$ cat src/rtl/bool_arbiter.sv
// Round-robin front end that shares one per-bit truth-table bool unit among NREQ
// requesters, with a single registered result slot and a fixed 1-cycle latency.

module bool_unit #(
    parameter int DW = 32
) (
    input  logic [DW-1:0] a,
    input  logic [DW-1:0] b,
    input  logic [3:0]    op,
    output logic [DW-1:0] y
);
    genvar gi;
    generate
        for (gi = 0; gi < DW; gi++) begin : g_bit
            assign y[gi] = op[{a[gi], b[gi]}];
        end
    endgenerate
endmodule

module bool_arbiter #(
    parameter int NREQ = 2,
    parameter int DW   = 32
) (
    input  logic                 clk,
    input  logic                 rst,
    input  logic [NREQ-1:0]      req_valid_i,
    output logic [NREQ-1:0]      req_ready_o,
    input  logic [NREQ*DW-1:0]   req_a_i,
    input  logic [NREQ*DW-1:0]   req_b_i,
    input  logic [NREQ*4-1:0]    req_op_i,
    output logic [NREQ-1:0]      rsp_valid_o,
    input  logic [NREQ-1:0]      rsp_ready_i,
    output logic [DW-1:0]        rsp_data_o,
    output logic                 busy_o
);
    localparam int IDW = (NREQ > 1) ? $clog2(NREQ) : 1;

    typedef enum logic {EMPTY, FULL} state_t;

    state_t           state_reg, state_next;
    logic [IDW-1:0]   owner_reg, owner_next;
    logic [IDW-1:0]   ptr_reg, ptr_next;
    logic [DW-1:0]    data_reg, data_next;

    logic [IDW-1:0]   grant;
    logic             found;
    logic             can_issue;
    logic             issue;
    int               idx;

    logic [DW-1:0]    a_arr  [NREQ];
    logic [DW-1:0]    b_arr  [NREQ];
    logic [3:0]       op_arr [NREQ];
    logic [DW-1:0]    unit_y;

    genvar gi;
    generate
        for (gi = 0; gi < NREQ; gi++) begin : g_req
            assign a_arr[gi]       = req_a_i[gi*DW +: DW];
            assign b_arr[gi]       = req_b_i[gi*DW +: DW];
            assign op_arr[gi]      = req_op_i[gi*4 +: 4];
            // Ready never depends on operand data, only on valid/pointer/slot state.
            assign req_ready_o[gi] = issue && (grant == IDW'(gi)) && !rst;
            assign rsp_valid_o[gi] = (state_reg == FULL) && (owner_reg == IDW'(gi));
        end
    endgenerate

    // First valid requester at or above the pointer, wrapping around.
    always_comb begin
        grant = '0;
        found = 1'b0;
        idx   = 0;
        for (int k = 0; k < NREQ; k++) begin
            idx = int'(ptr_reg) + k;
            if (idx >= NREQ) idx = idx - NREQ;
            if (!found && req_valid_i[idx]) begin
                found = 1'b1;
                grant = IDW'(idx);
            end
        end
    end

    assign can_issue = (state_reg == EMPTY) || rsp_ready_i[owner_reg];
    assign issue     = found && can_issue;

    bool_unit #(.DW(DW)) u_bool (
        .a  (a_arr[grant]),
        .b  (b_arr[grant]),
        .op (op_arr[grant]),
        .y  (unit_y)
    );

    always_comb begin
        state_next = state_reg;
        owner_next = owner_reg;
        ptr_next   = ptr_reg;
        data_next  = data_reg;
        if (issue) begin
            // A drain in the same cycle is absorbed by overwriting the slot.
            state_next = FULL;
            owner_next = grant;
            data_next  = unit_y;
            ptr_next   = (grant == IDW'(NREQ - 1)) ? '0 : grant + IDW'(1);
        end else if (state_reg == FULL && rsp_ready_i[owner_reg]) begin
            state_next = EMPTY;
        end
    end

    always_ff @(posedge clk or posedge rst) begin
        if (rst) begin
            state_reg <= EMPTY;
            owner_reg <= '0;
            ptr_reg   <= '0;
            data_reg  <= '0;
        end else begin
            state_reg <= state_next;
            owner_reg <= owner_next;
            ptr_reg   <= ptr_next;
            data_reg  <= data_next;
        end
    end

    assign rsp_data_o = data_reg;
    assign busy_o     = (state_reg == FULL);
endmodule
$ cat config.mk
export PLATFORM = sky130hd
export DESIGN_NAME = bool_arbiter
export DESIGN_NICKNAME = d
export VERILOG_FILES = /design/src/rtl/bool_arbiter.sv
export SDC_FILE = /design/constraint.sdc
export NUM_CORES = 1
export LEC_CHECK = 0
export BUFFER_PORTS_ARGS = -buffer_cell sky130_fd_sc_hd__buf_4
export CAP_MARGIN = 25
export CORE_MARGIN = 3
export CORE_UTILIZATION = 36
export DETAILED_ROUTE_END_ITERATION = 16
export GPL_TIMING_DRIVEN = 0
export PLACE_DENSITY_LB_ADDON = 0.05
export REMOVE_ABC_BUFFERS = 1
export SETUP_SLACK_MARGIN = 0.5
export SLEW_MARGIN = 0
export SYNTH_ARGS = -nofsm -noshare
export SYNTH_HDL_FRONTEND = slang
export SYNTH_HIERARCHICAL = 1
export SYNTH_SLANG_ARGS = --single-unit
$ cat constraint.sdc
create_clock -name clk -period 5.55 [get_ports clk]
set_input_delay 1.11 -clock clk [delete_from_list [all_inputs] [get_ports clk]]
set_output_delay 1.11 -clock clk [all_outputs]
set_load 0.02 [all_outputs]
==> results.yml <==
sta:
  finClkSkew_ps: 2.65
  setup_viol: 0
  hold_viol: 0
  finalSetupTns_ps: 0
  min_period_ps: 3560
  tightest_slew_ps: 889
  relSlewSlack_pct: 40.7
  rsz0062_at_grt: "no"
  setup_slack_ps: 1990
  final.period_utilization_pct: 64.1
  finalMaxSlewViolations: 0
  timing.fmax_mhz: 281
placed_design:
  gp_congestion: 0.716
  dpl_worst_slack_ps: 1890
  portBuffers: 178
  dp_hpwl_um: 5940
finish:
  largest_register_ffs: 32
  diodes: 0
  fillers: 733
  multi_input_area_sq_mm: 0.00208
  area_growth_pct: 47.5
  regArea_sq_um: 876
  final_nets: 515
  layout_commonest_cell: "buf_4"
  layout-drive-gt1-share_pct: 85.3
  most-common-layout-cells: "178 x buf_4, 68 x mux2_2, 35 x dfrtp_1"
cts:
  cts_tree: "done"
  cts_resized: 0
  insertion_delay_ps: 280
  cts_made_buffers: 5
  cts.sink_count: 35
  ctsHoldBuffers: 0
  path_clk_slew_ps: 70
  clk_path_buf_depth: 2
  cts_setup_buffers: 0
  cts_root_buffer: "clkbuf_8"
  htreeDepth: 2
setup_path:
  max_stage_delay_ps: 620
  cp_cell_sequence: "buf_4 -> nand2b_1 -> nand2_4 -> nor4b_1 -> buf_4"
  crit_top_cell: "buf_4"
  critPathArrivalTime_ps: 2450
  end_kind: "primary output"
  cp.buffers_inverters: 2
  path_max_fanout: 70
  r2r-end: "rsp_data_o[3]"
  reg2reg_from: "ptr_reg"
  crit_type: "in2out"
  r2r_setup_slack_ps: 2630
  critical-path-top-delay-family: "simple AND/OR/NAND/NOR gates"
  start_kind: "input pin"
  rr_worst_depth: 5
  cp.required_ps: 4440
  crit_slowest_cell: "nand2_4"
power_and_ir_drop:
  pwr-share-comb_pct: 59.9
  power.switching_uw: 572
  clkPwrFrac_pct: 12.6
  power_frac_seq_pct: 27.4
  pwr_density_cell_mw_per_mm2: 355
  leakage_nw: 2.10
  internal_power_mw: 1.04
  vdd_ir_drop_max_uv: 151
  p_sw_share_pct: 35.4
global_route:
  grt_max_degree: 71
  grt_usage_pct: 17.1
  grt_pass1_wl_um: 13400
  antenna_found_initial: 0
  grt_pass1_vias: 2632
  overflow: 0
die:
  io_pins: 179
  die-width_um: 98.6
  core-area_sq_mm: 0.00826
  die_area_sq_mm: 0.00973
  die_h_um: 98.6
  start_util_pct: 37.4
  floorplan.rows: 33
drt:
  first_iter_violations: 83
  drc_errors: 0
  antenna_left: 0
  vias_per_cell: 5.14
  wl_per_cell_um: 17.5
  wl_um: 8360
  drt-pass1-iter-count: 4
  vias: 2464
hold_path:
  hold_depth: 1
  min_to: "rsp_data_o[2]"
  hold_class: "reg2reg"
  min_from: "rsp_data_o[2]"
run_status:
  status: "complete, no violations"
synth:
  yosysWarnings: 6
  yosysSeqAreaShare_pct: 28.4
  ys_seq_elements: 35
  synth_area_sq_mm: 0.00309
  syn_inst: 209
  ys_types: 21
  syn_area_per_cell_sq_um: 14.8
flow_run:
  max_cap_violations: 0
synth_stat cells (all sizes together):
cell    number  area share [%]
mux2       100              40
dfrtp       35              28
mux4        32              23
buf         20             3.8
and2         2            0.40
clkbuf       2            0.32
inv          2            0.24
nand2        2            0.24
nand2b       2            0.40
nor2         2            0.24
nor2b        2            0.40
o21ai        2            0.32
a21oi        1            0.53
a31oi        1            0.20
mux2i        1            0.32
nor3         1            0.16
nor4b        1            0.28
o311ai       1            0.28
power by group through the flow:
| stage | sequential, mW | clock [mW] | combinational [mW] |
|---|---|---|---|
| final | 0.443 | 0.204 | 0.969 |
| after floorplan | 0.581 | 0 | 0.486 |
| after CTS | 0.445 | 0.211 | 0.986 |
| after detailed placement | 0.444 | 0 | 0.985 |
| after global routing | 0.462 | 0.224 | 1.03 |
| after global placement | 0.442 | 0 | 0.989 |
per-stage QoR:
| step | power, mW | cell area (sq um) | instances | util [%] | hold slack [ps] |
|---|---|---|---|---|---|
| finish | 1.62 | 4560 | 479 | 55.2 | 488 |
| global route | 1.72 | 4560 | 479 | 55.2 | 532 |
| CTS | 1.64 | 4560 | 479 | 55.2 | 494 |
| detailed placement | 1.43 | 4460 | 471 | 54.0 | 477 |
| global placement | 1.43 | 4430 | 470 | 53.6 | 471 |
| floorplan | 1.07 | 2960 | 187 | - | 476 |
final cells by class:
cell class              instances  share of cell area [%]
repair buffers                179                    29.8
multi-input cells             150                    45.8
well taps                     105                    2.88
clock buffers                   8                    2.20
flip-flops and latches         35                    19.2
inverters                       2                   0.165
per-layer routing:
layer  global-route usage [%]  wire length [um]
met5                        0                 0
met2                     29.5              4200
met1                     21.6              3400
met3                     5.02               688
met4                     3.26                72
how the worst max path moves through the flow:
stage               cells after the start            from             end
global route                            5  req_valid_i[0]  req_ready_o[0]
floorplan                               3  req_valid_i[0]  req_ready_o[0]
detailed placement                      6  req_valid_i[0]   rsp_data_o[3]
global placement                        6  req_valid_i[0]   rsp_data_o[2]
finish                                  5  req_valid_i[0]  req_ready_o[0]
CTS                                     5  req_valid_i[0]  req_ready_o[0]
logic make-up (layout without fill, tap and decap cells):
| family | after synthesis | in the layout | share of synthesized area, % |
|---|---|---|---|
| DFF | 35 | 35 | 28.4 |
| muxes | 133 | 133 | 63.8 |
| and+or+nand+nor | 12 | 12 | 2.15 |
| buffers and inverters | 24 | 189 | 4.41 |
| AOI/OAI and AO/OA | 5 | 5 | 1.34 |
Power figures use the tool's default switching activity.
